**config.mk**
```make
export PLATFORM = sky130hd
export DESIGN_NAME = arm_id_ex_operand_stage
export DESIGN_NICKNAME = d
export VERILOG_FILES = /design/src/rtl/arm_id_ex_operand_stage.sv
export SDC_FILE = /design/constraint.sdc
export NUM_CORES = 1
export LEC_CHECK = 0
export BUFFER_PORTS_ARGS = -buffer_cell sky130_fd_sc_hd__buf_2
export CAP_MARGIN = 30
export CORE_MARGIN = 8
export CORE_UTILIZATION = 32
export CTS_CLUSTER_DIAMETER = 100
export DETAILED_ROUTE_END_ITERATION = 7
export SLEW_MARGIN = 25
export SYNTH_ARGS = -nofsm -noshare
export SYNTH_HDL_FRONTEND = slang
export SYNTH_SLANG_ARGS = --single-unit
```
**constraint.sdc**
```tcl
create_clock -name i_CLK -period 1.9 [get_ports i_CLK]
set_input_delay 0.285 -clock i_CLK [delete_from_list [all_inputs] [get_ports i_CLK]]
set_output_delay 0.285 -clock i_CLK [all_outputs]
set_load 0.005 [all_outputs]
```
**src/rtl/arm_id_ex_operand_stage.sv**
```systemverilog
// arm_id_ex_operand_stage: D->E pipeline register with EX operand forwarding selects and load-use bubble insertion.
module arm_id_ex_operand_stage #(
    parameter int BusWidth     = 32,
    parameter int RegAddrWidth = 4
) (
    input  logic                    i_CLK,
    input  logic                    i_NRESET,
    input  logic                    i_Stall,
    input  logic                    i_Flush,
    input  logic                    i_ValidD,
    input  logic [BusWidth-1:0]     i_RD1D,
    input  logic [BusWidth-1:0]     i_RD2D,
    input  logic [BusWidth-1:0]     i_ImmD,
    input  logic [RegAddrWidth-1:0] i_RA1D,
    input  logic [RegAddrWidth-1:0] i_RA2D,
    input  logic [RegAddrWidth-1:0] i_WA3D,
    input  logic                    i_RegWriteD,
    input  logic                    i_MemToRegD,
    input  logic [RegAddrWidth-1:0] i_WA3M,
    input  logic [RegAddrWidth-1:0] i_WA3W,
    input  logic                    i_RegWriteM,
    input  logic                    i_RegWriteW,
    output logic [BusWidth-1:0]     o_RD1E,
    output logic [BusWidth-1:0]     o_RD2E,
    output logic [BusWidth-1:0]     o_ImmE,
    output logic [RegAddrWidth-1:0] o_RA1E,
    output logic [RegAddrWidth-1:0] o_RA2E,
    output logic [RegAddrWidth-1:0] o_WA3E,
    output logic                    o_RegWriteE,
    output logic                    o_MemToRegE,
    output logic                    o_ValidE,
    output logic [1:0]              o_ForwardAE,
    output logic [1:0]              o_ForwardBE,
    output logic                    o_StallReq
);
    localparam logic [RegAddrWidth-1:0] PC = RegAddrWidth'(15);

    logic [BusWidth-1:0]     rd1_q, rd1_d, rd2_q, rd2_d, imm_q, imm_d;
    logic [RegAddrWidth-1:0] ra1_q, ra1_d, ra2_q, ra2_d, wa3_q, wa3_d;
    logic                    reg_write_q, reg_write_d, mem_to_reg_q, mem_to_reg_d, valid_q, valid_d;
    logic                    stall_req, bubble;

    assign stall_req = valid_q && mem_to_reg_q && reg_write_q && i_ValidD && wa3_q != PC
                       && (wa3_q == i_RA1D || wa3_q == i_RA2D);
    // Flush beats stall; a load-use bubble only goes in when E is free to advance.
    assign bubble = i_Flush || (!i_Stall && stall_req);

    always_comb begin
        rd1_d        = rd1_q;
        rd2_d        = rd2_q;
        imm_d        = imm_q;
        ra1_d        = ra1_q;
        ra2_d        = ra2_q;
        wa3_d        = wa3_q;
        reg_write_d  = reg_write_q;
        mem_to_reg_d = mem_to_reg_q;
        valid_d      = valid_q;
        if (bubble) begin
            rd1_d        = '0;
            rd2_d        = '0;
            imm_d        = '0;
            ra1_d        = '0;
            ra2_d        = '0;
            wa3_d        = '0;
            reg_write_d  = 1'b0;
            mem_to_reg_d = 1'b0;
            valid_d      = 1'b0;
        end else if (!i_Stall) begin
            rd1_d        = i_RD1D;
            rd2_d        = i_RD2D;
            imm_d        = i_ImmD;
            ra1_d        = i_RA1D;
            ra2_d        = i_RA2D;
            wa3_d        = i_WA3D;
            reg_write_d  = i_RegWriteD && i_ValidD;
            mem_to_reg_d = i_MemToRegD && i_ValidD;
            valid_d      = i_ValidD;
        end
    end

    always_ff @(posedge i_CLK or negedge i_NRESET) begin
        if (!i_NRESET) begin
            rd1_q        <= '0;
            rd2_q        <= '0;
            imm_q        <= '0;
            ra1_q        <= '0;
            ra2_q        <= '0;
            wa3_q        <= '0;
            reg_write_q  <= 1'b0;
            mem_to_reg_q <= 1'b0;
            valid_q      <= 1'b0;
        end else begin
            rd1_q        <= rd1_d;
            rd2_q        <= rd2_d;
            imm_q        <= imm_d;
            ra1_q        <= ra1_d;
            ra2_q        <= ra2_d;
            wa3_q        <= wa3_d;
            reg_write_q  <= reg_write_d;
            mem_to_reg_q <= mem_to_reg_d;
            valid_q      <= valid_d;
        end
    end

    // M result is younger than W, so it wins; the PC is never forwarded.
    always_comb begin
        o_ForwardAE = (i_RegWriteM && i_WA3M == ra1_q && ra1_q != PC) ? 2'b10 :
                      (i_RegWriteW && i_WA3W == ra1_q && ra1_q != PC) ? 2'b01 : 2'b00;
        o_ForwardBE = (i_RegWriteM && i_WA3M == ra2_q && ra2_q != PC) ? 2'b10 :
                      (i_RegWriteW && i_WA3W == ra2_q && ra2_q != PC) ? 2'b01 : 2'b00;
    end

    assign o_RD1E      = rd1_q;
    assign o_RD2E      = rd2_q;
    assign o_ImmE      = imm_q;
    assign o_RA1E      = ra1_q;
    assign o_RA2E      = ra2_q;
    assign o_WA3E      = wa3_q;
    assign o_RegWriteE = reg_write_q;
    assign o_MemToRegE = mem_to_reg_q;
    assign o_ValidE    = valid_q;
    assign o_StallReq  = stall_req;
endmodule

```
==> out/metrics.cfg <==
[pwr]
p_leak_nw=3.24
p_sw_w=0.00123
sequentialPowerShare=0.518
p_comb_frac=0.136
clkPwrFrac=0.346
power.density_mw_per_mm2=786
ir_drop_v=0.000381
internal-power_w=0.00375
p_sw_frac=0.248

[floorplan]
ios=241
die_w_um=135
num_rows=43
design.core.area_mm2=0.0138
die-area_mm2=0.0182
start_util=0.327
die_y_um=135

[cts]
cts.htree.levels=3
clkLatencyLatePin_ps=340
cts_buffers=9
clock-sinks=111
cts_tree=built
cts_hold_buffers=0
cts_root_buffer=clkbuf_16
clk_pin_slew_ps=70
clock_path_buffers=2

[logic_synthesis]
synth_warnings=0
yosys-top-cells-count=111 x dfrtp_1, 96 x a32o_1, 23 x clkbuf_1
netlist_area_mm2=0.00452
synthTopCellsByArea=dfrtp_1 61%, a32o_1 21%, xnor2_1 2.3%, clkbuf_1 1.9%, nand2_1 1.7%
synthMostInstantiatedCell=dfrtp_1
synth_seq_cells=111
async_reset_ff_frac=1.00
syn_area_per_cell_um2=13.4
yosys.area.top_type_share=0.615
syn_nets=462
synthCells=337
synth_top_area_cell=dfrtp_1
synth_top_flop_cell=dfrtp_1
synth_edf_count=0
synth.yosys.seq_area_share=0.615
synth_cell_types=31

[timing]
fin_setup_tns_ps=0
hold_viol_final=8
setup_viol=0
finClkSkew_ps=7.78
rsz0062_at_grt=yes
finalCriticalPeriod_ps=1890
whs_ps=-17.9
max_freq_ghz=0.528
setup_slack_ps=6.71
min_period_over_period=0.996
worst_slew_pin_slew_ps=638
relSlewSlack=0.575
maxSlewViolCount=0

[global_routing]
antenna_found_initial=0
grt_pass1_vias=4278
grt-ovfl-total=0
grt.total_usage=0.155
grt_pass1_wl_mm=22.8
grt_max_degree=112

[setup_path]
start_kind=flop
cp_max_fo=3
r2r-end=o_RD2E[13]
worst-setup-path-type=reg -> out
regToRegStartpoint=o_WA3E[2]
endpoint_kind=output port
regToRegSetupSlack_ps=60
rr_worst_depth=7
worstPathRequired_ps=1620
critPathArrivalTime_ps=1610

[placement]
dpl_worst_slack_ps=120
routabilityCongestion=0.766
hpwl_mm=10.3
port_buffers=240

[drt]
ant_nets=0
avgRoutedWirePerCell_um=19.7
vias=4051
drcViolationCount=0
avgViaCountPerCell=5.37
drtIter0Drc=239
firstDrtPassIters=4
drt-total-wl_mm=14.9

[cells_and_area]
syn_to_final_growth_pct=40.1
drive_above_1_share=0.508
finalNetCount=698
antennaDiodeCount=0

[worst_hold_path]
hp-class=in -> async

[outcome]
violations=hold timing
status=complete, but fails checks

[flow_run]
maxCapViolCount=0

==> repair_timing <==
item / in CTS / in global routing
cloned: 0 / 2
pin swaps: 8 / 4
buffers inserted: 8 / 1
endpoints found under the setup margin: 2 / 100
resized for setup: 8 / 4
==> cell usage in the layout, fill, tap and decap left out, types with 2 or more instances in the layout <==
cell type  count
nand2_1       21
xor2_1         8
nand3_1        3
o41ai_2        2
clkbuf_16     10
nand4_1        5
o22ai_1        6
buf_6          2
a32o_1        96
inv_1          8
o41ai_1        6
dfrtp_2        6
nor2b_1        3
buf_12         4
nor2_1         2
xnor2_1       11
buf_2        238
nand3b_1       2
buf_4         16
dfrtp_1      105
==> state kept, by name (all words and copies together), names as in the netlist <==
signal and cells:
o_MemToRegE 1, o_RegWriteE 1, o_RA1E 4, o_RD2E 32, o_ValidE 1, o_RD1E 32
o_ImmE 32, o_WA3E 4, o_RA2E 4
==> power by group through the flow <==
stage	sequential [W]	combinational, W	clock (W)
2_1_floorplan	0.00263	0.000247	0
3_3_place_gp	0.00262	0.000653	0
3_5_place_dp	0.00263	0.000669	0
4_1_cts	0.00258	0.000687	0.00179
5_1_grt	0.00260	0.000745	0.00188
6_report	0.00258	0.000677	0.00172
==> worst max-delay path by stage <==
| stage | start | to | slack, ps | cells after the start |
|---|---|---|---|---|
| global placement | o_WA3E[1] | o_ImmE[17] | 150 | 5 |
| finish | o_WA3E[2] | o_StallReq | 7 | 6 |
| detailed placement | o_WA3E[1] | o_ImmE[5] | 120 | 5 |
| floorplan | o_WA3E[1] | o_ImmE[11] | 230 | 6 |
| global route | o_WA3E[2] | o_StallReq | -120 | 6 |
| CTS | o_WA3E[2] | o_StallReq | -10 | 6 |
==> worst max-delay path: stages (launching register included) <==
cell and delay (ps):
dfrtp_2 430, xor2_1 140, nor4_1 270, buf_4 170, o21ai_4 60, inv_2 100
buf_6 100
==> metrics by stage <==
step	std cells	total power [W]	hold WS, ps	utilization	instance area [µm²]
after global placement	731	0.00327	408	0.429	5930
after floorplan	337	0.00288	-10.6	-	4520
after detailed placement	731	0.00329	419	0.429	5930
after CTS	752	0.00505	44.1	0.453	6270
after global routing	755	0.00522	28.5	0.458	6330
final	755	0.00498	-17.9	0.458	6330
==> cells by family after synthesis <==
logic type / synth area share
buf+inv: 0.0487
simple gates: 0.0471
compound gates: 0.251
xor+xnor: 0.0388
flops: 0.615
==> area by class of cell <==
| type | count | area [µm²] |
|---|---|---|
| tap | 180 | 225 |
| fill | 1295 | 7490 |
| inverter | 9 | 33.8 |
| clock inverter | 3 | 21.3 |
| timing repair buffer | 262 | 1470 |
| multi-input combinational | 180 | 1560 |
| sequential | 111 | 2790 |
| clock buffer | 10 | 239 |
==> per-layer routing <==
layer  track usage  share of wire
met1         0.184           0.39
met2         0.253           0.50
met3        0.0620          0.098
met4        0.0493          0.015
met5             0              0
No activity file was read; power rests on OpenSTA's default activity.
